### src/rtl/nn_pkg.sv
// Shared float-word types and IEEE-754 field constants for the neural datapath.
package nn_pkg;
  localparam int FLOAT_W  = 32;
  localparam int SIGN_BIT = 31;
  localparam int EXP_MSB  = 30;
  localparam int EXP_LSB  = 23;
  localparam int MAN_MSB  = 22;

  typedef logic [FLOAT_W-1:0] float_t;

  localparam float_t QNAN = 32'h7FC00000;

  typedef enum logic {
    IDLE,
    SEND
  } ser_state_t;

  // NaN: exponent all ones (as in QNAN) with a non-zero mantissa.
  function automatic logic is_nan(input float_t f);
    return (f[EXP_MSB:EXP_LSB] == QNAN[EXP_MSB:EXP_LSB])
        && (|f[MAN_MSB:0]);
  endfunction

  function automatic logic is_zero(input float_t f);
    return ~|f[EXP_MSB:0];
  endfunction
endpackage

### src/rtl/float_greater.sv
// Combinational IEEE-754 single-precision a > b.
// NaN compares false; +0 and -0 are equal.
module float_greater
  import nn_pkg::*;
(
  input  float_t a,
  input  float_t b,
  output logic   gt
);
  always_comb begin
    gt = 1'b0;
    if (is_nan(a) || is_nan(b)) begin
      gt = 1'b0;
    end else if (is_zero(a) && is_zero(b)) begin
      gt = 1'b0;
    end else if (a[SIGN_BIT] != b[SIGN_BIT]) begin
      gt = ~a[SIGN_BIT];
    end else if (!a[SIGN_BIT]) begin
      gt = a[EXP_MSB:0] > b[EXP_MSB:0];
    end else begin
      gt = a[EXP_MSB:0] < b[EXP_MSB:0];
    end
  end
endmodule

### src/rtl/float_vector_serializer.sv
// Streams a packed float vector one word per beat over valid/ready.
// Optional argmax tracker: FLOAT_VECTOR_SERIALIZER_ARGMAX_EN.
module float_vector_serializer
  import nn_pkg::*;
#(
  parameter int SIZE  = 15,
  parameter int IDX_W = (SIZE > 1) ? $clog2(SIZE) : 1
) (
  input  logic                  clk,
  input  logic                  rst,
  input  logic [32*SIZE-1:0]    in,
  input  logic                  in_valid,
  output logic                  in_ready,
  output logic [FLOAT_W-1:0]    out_data,
  output logic [IDX_W-1:0]      out_index,
  output logic                  out_valid,
  input  logic                  out_ready,
  output logic                  out_last,
  output logic [IDX_W-1:0]      argmax_index,
  output logic                  argmax_valid
);
  localparam logic [IDX_W-1:0] LAST = IDX_W'(SIZE - 1);

  ser_state_t       state;
  float_t           vec_q [SIZE];
  logic [IDX_W-1:0] cnt;
  logic             capture;
  logic             beat;

  // in_ready doubles as the post-reset guard: low until the first edge.
  assign capture   = (state == IDLE) && in_ready && in_valid;
  assign beat      = out_valid && out_ready;
  assign out_index = cnt;
  assign out_data  = out_valid ? vec_q[cnt] : '0;

  always_ff @(posedge clk) begin
    if (capture) begin
      for (int i = 0; i < SIZE; i++) begin
        vec_q[i] <= in[32*i +: 32];
      end
    end
  end

  always_ff @(posedge clk or posedge rst) begin
    if (rst) begin
      state     <= IDLE;
      in_ready  <= 1'b0;
      out_valid <= 1'b0;
      out_last  <= 1'b0;
      cnt       <= '0;
    end else begin
      case (state)
        IDLE: begin
          in_ready <= !capture;
          if (capture) begin
            state     <= SEND;
            out_valid <= 1'b1;
            out_last  <= (SIZE == 1);
            cnt       <= '0;
          end
        end
        SEND: begin
          if (beat) begin
            if (out_last) begin
              state     <= IDLE;
              in_ready  <= 1'b1;
              out_valid <= 1'b0;
              out_last  <= 1'b0;
              cnt       <= '0;
            end else begin
              cnt      <= cnt + 1'b1;
              out_last <= (cnt == LAST - 1'b1);
            end
          end
        end
        default: state <= IDLE;
      endcase
    end
  end

`ifdef FLOAT_VECTOR_SERIALIZER_ARGMAX_EN
  float_t           cand;
  logic [IDX_W-1:0] cand_idx;
  logic             gt;
  logic             take;

  float_greater u_gt (
    .a  (out_data),
    .b  (cand),
    .gt (gt)
  );

  assign take = gt && (cnt != '0);

  always_ff @(posedge clk or posedge rst) begin
    if (rst) begin
      cand         <= '0;
      cand_idx     <= '0;
      argmax_index <= '0;
      argmax_valid <= 1'b0;
    end else if (capture) begin
      cand         <= in[FLOAT_W-1:0];
      cand_idx     <= '0;
      argmax_valid <= 1'b0;
    end else if (beat) begin
      if (take) begin
        cand     <= out_data;
        cand_idx <= cnt;
      end
      if (out_last) begin
        argmax_index <= take ? cnt : cand_idx;
        argmax_valid <= 1'b1;
      end
    end
  end
`else
  assign argmax_index = '0;
  assign argmax_valid = 1'b0;
`endif
endmodule
### config.mk
export PLATFORM = sky130hd
export DESIGN_NAME = float_vector_serializer
export DESIGN_NICKNAME = d
export VERILOG_FILES = /design/src/rtl/nn_pkg.sv /design/src/rtl/float_greater.sv /design/src/rtl/float_vector_serializer.sv
export SDC_FILE = /design/constraint.sdc
export NUM_CORES = 1
export LEC_CHECK = 0
export CAP_MARGIN = 20
export CORE_AREA = 2 2 208 210
export DETAILED_ROUTE_END_ITERATION = 12
export DIE_AREA = 0 0 210 212
export HOLD_SLACK_MARGIN = 0.15
export PLACE_DENSITY = 0.84
export SLEW_MARGIN = 25
export SYNTH_ARGS = -nofsm -noshare
export SYNTH_HDL_FRONTEND = slang
export SYNTH_SLANG_ARGS = --single-unit
### constraint.sdc
create_clock -name clk -period 4.5 [get_ports clk]
set_clock_uncertainty 0.15 [all_clocks]
set_input_delay 0.9 -clock clk [delete_from_list [all_inputs] [get_ports clk]]
set_output_delay 0.9 -clock clk [all_outputs]
set_load 0.03 [all_outputs]
==> flow_metrics.tcl, run 1 <==
set metrics [dict create \
    outcome "finished clean" \
    portBuffers 522 \
    finalHoldViolCount 0 \
    nets 2043 \
    fp-row-count 76 \
    drv_cap 0 \
    ir_drop_mv 0.483 \
    cts_resized 0 \
    cts_inserted_buffers 51 \
    drt-wirelength-per-cell_um 24.6 \
    p_per_area_nw_per_um2 570 \
    cp-end-kind "output port" \
    power_frac_comb_pct 36.0 \
    async_reset_ff_share_pct 1.64 \
    critical-path-max-stage-delay_ns 0.73 \
    yosysUniqueCellTypes 33 \
    synth_ff_type "edfxtp_1" \
    grt_usage_pct 23.0 \
    synth_edf_count 480 \
    leakage_nw 8.92 \
    antenna_found_initial 6 \
    dieHeight_um 212 \
    hold_path.class "flop to flop" \
    slowest_stage "nor2b_4" \
    io_pins 528 \
    start_util_pct 44.5 \
    dpl.hpwl_um 37300 \
    holdBufCountCts 0 \
    rsz0062_at_grt "no" \
    clk_latency_ns 0.56 \
    worst_slew_pin_slew_ns 0.849 \
    final_util_pct 62.2 \
    p_int_w 0.0101 \
    max_freq_ghz 0.231 \
    htreeDepth 2 \
    seq_power_share_pct 37.9 \
    path_clk_slew_ns 0.06 \
    crit_type "flop to output port" \
    power.switching_w 0.00502 \
    first_pass_iters 5 \
    root_buffer "clkbuf_16" \
    crit_fanout 20 \
    grt_pass1_vias 12464 \
    netlist_area_um2 18900 \
    wirelength_um 52800 \
    dieArea_um2 44500 \
    ys_warn_count 0 \
    cts.path.max_buffers 3 \
    gp_congestion 0.858 \
    layout_common_cells "522 x clkdlybuf4s50_1, 480 x edfxtp_1, 160 x mux2i_1" \
    swShare_pct 33.3 \
    area_growth_pct 39.8 \
    synthCells 1009 \
    crit_required_ns 3.45 \
    drc 0 \
    core_um2 42500 \
    setup_viol 0 \
    post_cts_buffers 0 \
    cp-start-kind "flop" \
    setup-tns-final_ns 0 \
    die_w_um 210 \
    grt_overflow 0 \
    grt_max_degree 64 \
    yosysSeqAreaShare_pct 77.2 \
    clock_sinks 488 \
    final_common_cell "clkdlybuf4s50_1" \
    ant_nets 0 \
    viasPerCell 5.39 \
    post-route-period-util_pct 96.2 \
    cts_tree "yes" \
    avgSynthCellArea_um2 18.8 \
    drv_slew 0 \
    slew_headroom_pct 43.3 \
    post-route-min-period_ns 4.33 \
    cp.arrival_ns 3.28 \
    dr_total_vias 11591 \
    clock_power_share_pct 26.1 \
    initialDrtViolationCount 1249 \
    whs_ns 0.435 \
    path_cells "nor2b_4 -> buf_4 -> a22oi_1 -> nand3_1 -> o211ai_1 -> clkdlybuf4s50_1" \
    grt_pass1_wl_um 75100 \
    ys_ff_latch 488 \
    drive_above_1_share_pct 9.52 \
]
[routing by layer]
metal  track usage (%)  part of all wire (%)  up-vias
met5                 0                 0.032        -
met4              9.95                   3.5        2
met3              6.16                   9.0      100
met2              40.2                    51      639
met1              27.0                    36     5706
li1                  -                     -     5144
[layout make-up]
| cell class | instances | area (um^2) |
|---|---|---|
| antenna | 6 | 15.0 |
| sequential | 488 | 14600 |
| clock buffer | 63 | 1360 |
| inverter | 4 | 15.0 |
| tap | 546 | 683 |
| clock inverter | 30 | 193 |
| timing repair buffer | 557 | 5660 |
| multi-input combinational | 455 | 3900 |
| fill | 2908 | 16100 |
[critical path, delay by kind of cell, from the launching register on]
kind | cells | cell delay, ns
compound gates | 2 | 0.23
flops | 1 | 0.62
buf+inv | 2 | 1.03
simple gates | 2 | 0.83
[metrics by stage]
| step | setup WS (ns) | total power [W] | std cells | cell area (um^2) |
|---|---|---|---|---|
| floorplan | 0.339 | 0.00905 | 1013 | 18900 |
| global placement | 0.851 | 0.0111 | 2050 | 24900 |
| detailed placement | 0.759 | 0.0112 | 2050 | 24900 |
| CTS | 0.0945 | 0.0151 | 2143 | 26400 |
| global route | 0.0407 | 0.0156 | 2148 | 26500 |
| finish | 0.171 | 0.0151 | 2149 | 26500 |
[power groups by stage]
stage | Combinational (W) | Clock (W) | Sequential (W)
after global routing | 0.00571 | 0.00417 | 0.00574
final | 0.00542 | 0.00393 | 0.00571
after detailed placement | 0.00539 | 0 | 0.00580
after floorplan | 0.00330 | 0 | 0.00575
after global placement | 0.00528 | 0 | 0.00577
after CTS | 0.00544 | 0.00400 | 0.00571
[cell usage after synthesis (4+ instances only)]
library cell,instances,area [um^2]
buf_4,13,97.6
clkbuf_1,8,30.0
mux4_2,32,721
a22oi_1,64,480
mux2i_1,160,1600
o211ai_1,32,240
nor2_1,34,128
buf_6,17,191
edfxtp_1,480,14400
inv_1,4,15.0
buf_2,27,135
nand2_1,38,143
dfrtp_1,8,200
a21oi_1,33,165
nand3_1,35,175
[final timing paths]
| check | startpoint | endpoint | slack [ns] | cells past startpoint |
|---|---|---|---|---|
| hold reg to reg | out_last | out_last | 0.43 | 2 |
| hold / removal | out_last | out_last | 0.43 | 2 |
| max in group asynchronous | rst | out_index[1] | 3.48 | 2 |
| min in group asynchronous | rst | in_ready | 0.44 | 2 |
| setup / recovery | out_index[2] | out_data[12] | 0.17 | 6 |
| setup reg to reg | state | vec_q[11][18] | 2.22 | 2 |
[cells by family (layout without fill, tap and decap cells)]
| kind of cell | after synthesis | count (layout) | synth area share [%] |
|---|---|---|---|
| DFF | 488 | 488 | 77.2 |
| muxes | 192 | 192 | 12.3 |
| AOI/OAI and AO/OA | 140 | 140 | 5.18 |
| and+or+nand+nor | 116 | 116 | 2.68 |
| buffers and inverters | 70 | 654 | 2.50 |
| adders and majority gates | 2 | 2 | 0.132 |
| other | 1 | 11 | 0.0198 |
[registers in the layout, summed over array words and instances (netlist names)]
| signal | flops |
|---|---|
| out_last | 1 |
| vec_q | 480 |
| state | 1 |
| out_valid | 1 |
| out_index | 4 |
| in_ready | 1 |
Power figures use the tool's default switching activity.
==> run 2, diff against run 1 <==
SKIP_CTS_REPAIR_TIMING = 1   (was default)
SLEW_MARGIN = 20   (was 25)
==> results of run 2 <==
No change in the layout: final DEF, timing and power equal those of run 1.
==> run 3, diff against run 2 <==
SKIP_LAST_GASP = 1   (was default)
==> results of run 3 <==
No change in the layout: final DEF, timing and power equal those of run 1.
